--- src/rtl/pim_pkg.sv ---
// Shared PIM definitions: instruction width, arbiter state encoding and the
// round-robin winner search reused by the instruction and command arbiters.
package pim_pkg;

    localparam int unsigned PIM_INSTR_W = 64;

    localparam logic StIdle = 1'b0;
    localparam logic StLock = 1'b1;

    // First set bit of valid at or above ptr, wrapping modulo n (n <= 16).
    function automatic int unsigned rr_pick(input logic [15:0] valid, input int unsigned ptr,
                                            input int unsigned n);
        int unsigned win;
        int unsigned idx;
        logic found;
        win = 0;
        found = 1'b0;
        for (int unsigned i = 0; i < 16; i++) begin
            idx = (ptr + i) % n;
            if (!found && i < n && valid[idx[3:0]]) begin
                win = idx;
                found = 1'b1;
            end
        end
        return win;
    endfunction

endpackage

--- src/rtl/rr_arbiter_comb.sv ---
// Purely combinational round-robin winner selection starting at ptr.
module rr_arbiter_comb
    import pim_pkg::*;
#(
    parameter int unsigned NUM_REQ = 4,
    parameter int unsigned ID_W    = $clog2(NUM_REQ)
) (
    input  logic [NUM_REQ-1:0] valid,
    input  logic [ID_W-1:0]    ptr,
    output logic [ID_W-1:0]    winner,
    output logic               any
);

    assign winner = ID_W'(rr_pick(16'(valid), 32'(ptr), NUM_REQ));
    assign any    = |valid;

endmodule

--- src/rtl/pim_instr_arbiter.sv ---
// Round-robin, group-locking arbiter feeding the PIM controller instruction
// stream through a one-entry registered output stage.
module pim_instr_arbiter
    import pim_pkg::*;
#(
    parameter int unsigned NUM_REQ   = 4,
    parameter int unsigned INSTR_W   = PIM_INSTR_W,
    parameter int unsigned BURST_MAX = 8,
    parameter int unsigned ID_W      = $clog2(NUM_REQ)
) (
    input  logic                       clk,
    input  logic                       rst,
    input  logic                       enable,
    input  logic [NUM_REQ*INSTR_W-1:0] s_instr,
    input  logic [NUM_REQ-1:0]         s_valid,
    input  logic [NUM_REQ-1:0]         s_last,
    output logic [NUM_REQ-1:0]         s_ready,
    output logic [INSTR_W-1:0]         m_instr,
    output logic                       m_valid,
    input  logic                       m_ready,
    output logic [ID_W-1:0]            m_src_id,
    output logic                       busy
);

    localparam int unsigned CNT_W = $clog2(BURST_MAX) + 1;
    localparam logic [CNT_W-1:0] LAST_BEAT = CNT_W'(BURST_MAX - 1);
    localparam logic [ID_W-1:0]  LAST_ID   = ID_W'(NUM_REQ - 1);

    logic             state_q;
    logic [ID_W-1:0]  owner_q;
    logic [ID_W-1:0]  rr_ptr_q;
    logic [CNT_W-1:0] beat_cnt_q;

    logic [ID_W-1:0]    winner;
    logic               any_valid;
    logic [ID_W-1:0]    next_ptr;
    logic               accept;
    logic               rel;
    logic [INSTR_W-1:0] owner_instr;

    rr_arbiter_comb #(
        .NUM_REQ (NUM_REQ),
        .ID_W    (ID_W)
    ) u_rr (
        .valid  (s_valid),
        .ptr    (rr_ptr_q),
        .winner (winner),
        .any    (any_valid)
    );

    // Only the owner may push, and only when the output slot frees this cycle.
    always_comb begin
        s_ready = '0;
        if (state_q == StLock && enable && (!m_valid || m_ready)) begin
            s_ready[owner_q] = 1'b1;
        end
    end

    assign owner_instr = s_instr[owner_q*INSTR_W +: INSTR_W];
    assign accept      = (state_q == StLock) & s_valid[owner_q] & s_ready[owner_q];
    assign rel         = accept & (s_last[owner_q] | (beat_cnt_q == LAST_BEAT));
    assign next_ptr    = (owner_q == LAST_ID) ? '0 : owner_q + ID_W'(1);
    assign busy        = (state_q == StLock) | m_valid;

    always_ff @(posedge clk or posedge rst) begin
        if (rst) begin
            state_q    <= StIdle;
            owner_q    <= '0;
            rr_ptr_q   <= '0;
            beat_cnt_q <= '0;
            m_valid    <= 1'b0;
            m_instr    <= '0;
            m_src_id   <= '0;
        end else if (!enable) begin
            state_q    <= StIdle;
            owner_q    <= '0;
            rr_ptr_q   <= '0;
            beat_cnt_q <= '0;
            m_valid    <= 1'b0;
            m_instr    <= '0;
            m_src_id   <= '0;
        end else begin
            if (state_q == StIdle) begin
                if (any_valid) begin
                    owner_q    <= winner;
                    beat_cnt_q <= '0;
                    state_q    <= StLock;
                end
            end else if (accept) begin
                beat_cnt_q <= beat_cnt_q + CNT_W'(1);
                if (rel) begin
                    state_q  <= StIdle;
                    rr_ptr_q <= next_ptr;
                end
            end

            if (accept) begin
                m_instr  <= owner_instr;
                m_src_id <= owner_q;
                m_valid  <= 1'b1;
            end else if (m_valid && m_ready) begin
                m_valid <= 1'b0;
            end
        end
    end

endmodule

--- config.mk ---
export PLATFORM = sky130hd
export DESIGN_NAME = pim_instr_arbiter
export DESIGN_NICKNAME = d
export VERILOG_FILES = /design/src/rtl/pim_pkg.sv /design/src/rtl/rr_arbiter_comb.sv /design/src/rtl/pim_instr_arbiter.sv
export SDC_FILE = /design/constraint.sdc
export NUM_CORES = 1
export LEC_CHECK = 0
export CELL_PAD_IN_SITES_DETAIL_PLACEMENT = 1
export CELL_PAD_IN_SITES_GLOBAL_PLACEMENT = 2
export CORE_AREA = 2 2 131 133
export DETAILED_ROUTE_END_ITERATION = 6
export DIE_AREA = 0 0 133 135
export DONT_BUFFER_PORTS = 1
export MAX_ROUTING_LAYER = met4
export PLACE_DENSITY = 0.7
export SYNTH_ARGS = -nofsm -noshare
export SYNTH_HDL_FRONTEND = slang
export SYNTH_SLANG_ARGS = --single-unit
--- constraint.sdc ---
create_clock -name clk -period 2.68 [get_ports clk]
set_input_delay 0.402 -clock clk [delete_from_list [all_inputs] [get_ports clk]]
set_output_delay 0.402 -clock clk [all_outputs]
set_load 0.1 [all_outputs]
Yosys cells after proc, flatten, opt, wreduce, memory -nomap -nowiden
Cells that the tools add are included.
Word-level totals
  register bits after elaboration: 76
Cells by class
  add/sub/neg operators: 5
  $lt $le $gt $ge: 6
  equality and inequality tests: 10
  shifts and indexed selects: 1
  mux-type cells: 48
  bitwise gates (word level): 5
  reduce and logical (&&, ||, !) cells: 16
Operators with widths (number)
  $shiftx 256x9->64: 1
  $mux 64: 2
  $mux 2: 14
  $lt 2x5->1 const B: 4
  $mux 4: 5
  $mux 1: 19
  $bmux 1 s2: 7
  $ne 2x1->1 const B: 4
  $logic_and 1x1->1: 7
  $ne 3x1->1 const B: 2
  $add 2x1->2 const B: 2
  $add 2x2->2 const B: 2
  $add 4x1->4 const B: 1
  $eq 4x3->1 const B: 1
  $logic_not 1->1: 4
  $reduce_and 2->1: 2
  $reduce_or 4->1: 1
  $and 1x1->1: 3
  $lt 2x3->1 const B: 1
  $ne 3x2->1 const B: 1
  $reduce_and 3->1: 1
  $demux 1 s2: 1
  $eq 2x2->1 const B: 1
  $ge 2x1->1 const B: 1
  other kinds (3): 4

Longest topological paths before layout
  word-level depth: 15
  depth in mapped cells: 9

Cells and area by module
A second synthesis with hierarchy kept.
Unflattened totals
  cells, all modules: 458
  area, all modules: 4963.5 um2
Modules (own cells, without submodules)
  pim_instr_arbiter: times used 1, cells an instance 443, area an instance 4885.9 um2, sequential area each 1901.8 um2
  rr_arbiter_comb: times used 1, cells an instance 15, area an instance 77.6 um2, sequential area each 0.0 um2

Least setup slack after synthesis
Ideal clock, no wire load.
  path type: reg-to-output
  from: reg m_valid
  to: out s_ready[0]
  arrival time: 2369 ps
  data required time: 2278 ps
  setup slack: -91 ps
  stages on the path, launching flop included: 6
  buffers on the path: 2
  path through: dfrtp_1 -> nand2b_1 -> and3_1 -> clkbuf_1 -> clkbuf_1 -> and2_1
On the way
  word-level cells in the longest chain between the ends: 4
Ends and longest elaborated chain
  start: declaration: line pim_instr_arbiter.sv:19  | output logic m_valid,
  start signal: assignment: line pim_instr_arbiter.sv:71  | m_valid <= 1'b0;
  start signal: assignment: line pim_instr_arbiter.sv:79  | m_valid <= 1'b0;
  start signal: assignment: line pim_instr_arbiter.sv:100  | m_valid <= 1'b1;
  $logic_not 1->1: line pim_instr_arbiter.sv:54  | if (state_q == StLock && enable && (!m_valid || m_ready)) begin
  $logic_or 1x1->1: line pim_instr_arbiter.sv:54
  $logic_and 1x1->1: line pim_instr_arbiter.sv:54
  $mux 4: line pim_instr_arbiter.sv:54
  end: declaration: line pim_instr_arbiter.sv:17  | output logic [NUM_REQ-1:0] s_ready,
Every way passes these cells.

Worst setup path after layout
  from: reg owner_q[0]
  to: reg m_instr[24]
On the way
  word-level cells in the longest chain between the ends: 9
  elaborated cells on any way between the ends: 16
  those cells by class: 2 x order compare; 1 x eq/ne; 1 x shift; 9 x mux; 2 x bitwise; 1 x reduce/logical
Ends and longest elaborated chain
  start: declaration: line pim_instr_arbiter.sv:30  | logic [ID_W-1:0] owner_q;
  start signal: assignment: line pim_instr_arbiter.sv:85  | owner_q <= winner;
  $lt 2x3->1 (implied by the code) or $ge 2x1->1 (tied branches): line pim_instr_arbiter.sv:55  | s_ready[owner_q] = 1'b1;
  $logic_and 1x1->1 (implied by the code): line pim_instr_arbiter.sv:55
  $mux 1 (implied by the code): line pim_instr_arbiter.sv:55
  $demux 1 s2: line pim_instr_arbiter.sv:55
  $mux 4: line pim_instr_arbiter.sv:54
  $bmux 1 s2: line pim_instr_arbiter.sv:60  | assign accept = (state_q == StLock) & s_valid[owner_q] & s_ready[owner_q];
  $mux 1 (implied by the code): line pim_instr_arbiter.sv:60
  $and 1x1->1: line pim_instr_arbiter.sv:60
  $ne 2x1->1 (no source line)
  end signal: assignment: line pim_instr_arbiter.sv:98  | m_instr <= owner_instr;
  end: declaration: line pim_instr_arbiter.sv:18  | output logic [INSTR_W-1:0] m_instr,
Parallel ways exist; a longest one is shown, timed or not. The select of a mux whose other input is x is not followed.
A chain may end at the register's enable or synchronous reset.

==> results.md <==
- Status: finished clean
- Peak VDD IR: 0.265 mV
- Slew headroom: 0.335
- WL/cell: around 28 um
- # fillers: 1786
- Ranking of synthesized cells by area: dfrtp_1 (37%), mux4_2 (29%), nand3_1 (6.6%)
- WP depth: 7
- Overflow after GRT: 0
- Most frequent cell after synthesis: nand2_1
- Layout Skew: 0.00659 ns
- Warnings from Yosys: 0
- Nets: 721
- Crit-path cells: inv_1, ha_1, nand2_1, mux4_2, nor2_4, buf_4, o21ai_0
- CP startpoint: owner_q[0]
- Worst setup endpoint: m_instr[24]
- Non-filler cells, final: 685
- # Post-CTS Setup Buffers: 0
- Synth unique cells: 39
- CTS buffer count: 9
- DR DRC count: 0
- Critical path fanouts, max: 32
- Critical path's largest stage delay: 0.59 ns
- Synth Flop Type: dfrtp_1
- RSZ-0062 raised after global routing: no
- Core area: about 0.016 sq mm
- Total Routing Usage GR: 0.214
- FF-to-FF Start: owner_q[0]
- Worst-path clk slew: 0.06 ns
- Multi-input combinational cell area: just under 0.003 sq mm
- FFs w/ async S/R, synth: 1.00
- Slew at the pin closest to its max-slew limit: 0.998 ns
- Min Tclk post-route: 2.40 ns
- R2r setup slk: around 0.28 ns
- Flops & latches, synth: 76
- Port Buffers: 0
- Post-synthesis cell area: 0.00518 sq mm
- Setup TNS: 0 ns
- Worst reg2reg path endpoint: m_instr[24]
- Die Height: 135 um
- F_max: between 400 and 500 MHz
- DR iter-0 viols: around 130
- Sequential share of the synthesized area: 0.367
- Clk root buf: clkbuf_16
- Post-Syn Area per Cell: 11.2 sq um
- Synth area leader: dfrtp_1
- Setup crit end kind: register
- CP arrival: 2.59 ns
- Cells after DPL: roughly 660
- Synth cell count leaders: nand2_1 (77), dfrtp_1 (76), nand3_1 (68), mux4_2 (67), o21ai_0 (37)
- Pwr/cell area: 624 mW/mm^2
- Initial Utilization: 0.316
- Max Cap Viol: 0
- Detailed-route via count: 4016
- Largest net degree at the start of global routing: 73
- Register area: between 0.0015 and 0.002 sq mm
- Final Hold Fails: 0
- CP startpoint kind: register
- Leakage: ~2.1 nW
- TritonCTS sink count: 76
- Maximum root-to-sink buffer count: 2
- CTS tree: yes
- DP HPWL: 14800 um
- Post-synth EDFFs: 0
- Synth Net Count: 735
- Tcrit/Tclk final: 0.894
- # H-tree levels: 3
- R2R cell count: 7
- Post-cts sizing count: 0
- Hold_buf cts: 1
- Initial antenna violation count: 14
- Post-Route WL: 19300 um
- Via density: 5.86
- Final setup viols: 0
- Max Slew Vio Count: 0
- I/O pin count: 340
- Layout cells sized above 1: 0.321
- Area growth from synthesis to final layout: 11.3%
- First-pass GRT wire length: 27600 um
- Required time of the critical path: 2.87 ns
- Synthesized instance count: 462
- Critical path class: reg2reg
- Die ar.: about 0.018 sq mm
- Crit path buffers/inverters: 2
- Vias in the first global route: 4467
- Die Span X: 133 um
- Final GP Congestion: 0.833
- Slowest CP cell: mux4_2
- Crit path max-delay family: multiplexers
- Top cell type's share of synthesized area: 0.367
- Post-layout util: 0.351
- Remaining antenna violation count: 0
- Worst hold path class: in2reg
- Rows: 47
- Drt pass-1 iters: 4
- Clock latency on the worst-skew pair: 0.33 ns
==> worst register-to-register path, cell delays in order, from the launching register on <==
cell and delay [ns]:
dfrtp_4 0.50, inv_1 0.14, ha_1 0.23, nand2_1 0.10, mux4_2 0.59, nor2_4 0.17
buf_4 0.34, o21ai_0 0.19
==> registers in the layout, summed over array words and instances (netlist names) <==
name and count:
beat_cnt_q 4, m_instr 64, m_src_id 2, m_valid 1
owner_q 2, rr_ptr_q 2, state_q 1
==> worst min-delay path by stage <==
stage,depth (start not counted),slack [ns],endpoint,startpoint
after floorplan,1,0.45,beat_cnt_q[3],beat_cnt_q[3]
after global placement,1,0.34,m_instr[63],rst
after detailed placement,1,0.34,m_instr[63],rst
after CTS,2,0.20,m_instr[40],enable
after global routing,2,0.20,m_instr[4],enable
final,2,0.21,m_instr[59],enable
==> layout make-up <==
| cell class | count | area share |
|---|---|---|
| diodes | 13 | 0.00564 |
| clock buffers | 10 | 0.0397 |
| clock inverters | 5 | 0.0135 |
| inverters | 9 | 0.00651 |
| multi-input cells | 331 | 0.517 |
| flip-flops and latches | 76 | 0.331 |
| well taps | 220 | 0.0477 |
| repair buffers | 21 | 0.0386 |
==> power breakdown <==
| part | internal (mW) | switching, mW | total (mW) |
|---|---|---|---|
| registers | 1.21 | 0.533 | 1.74 |
| logic | 0.247 | 0.312 | 0.558 |
| clock network | 0.808 | 0.491 | 1.30 |
| total | 2.26 | 1.34 | 3.60 |
==> layer usage <==
metal / track usage / part of all wire / vias to the layer above
met5: - / 0 / -
met1: 0.213 / 0.34 / 2035
met3: 0.0770 / 0.098 / 28
li1: - / - / 1712
met4: 0.110 / 0.025 / 0
met2: 0.370 / 0.53 / 241
==> logic make-up (layout without fill, tap and decap cells) <==
| family | count (synthesis) | in the layout | share of synthesized area |
|---|---|---|---|
| buf+inv | 55 | 45 | 0.0585 |
| mux | 73 | 73 | 0.303 |
| compound gates | 85 | 85 | 0.110 |
| flops | 76 | 76 | 0.367 |
| fa+ha+maj | 5 | 5 | 0.0121 |
| simple gates | 168 | 168 | 0.149 |
| other cells | 0 | 13 | 0 |
==> cells in the final DEF (no fill, tap or decap), types with 5 or more instances in the layout <==
cell        n
buf_12      5
o21ai_2    29
a21oi_1     8
dfrtp_1    74
o21ai_0    37
ha_1        5
nand3_1    68
inv_1       7
buf_4      15
clkbuf_16   9
mux2i_1     6
diode_2    13
nand2_1    77
mux4_2     67
==> per-stage QoR <==
step	area [sq um]	hold WS [ns]	power [mW]	setup WS, ns
2_1_floorplan	5180	0.448	2.22	0.190
3_3_place_gp	5420	0.338	2.31	0.431
3_5_place_dp	5420	0.345	2.32	0.290
4_1_cts	5730	0.197	3.65	0.275
5_1_grt	5770	0.201	3.75	0.153
6_report	5770	0.214	3.60	0.283
Note: power is estimated with default switching activity, not from simulation.
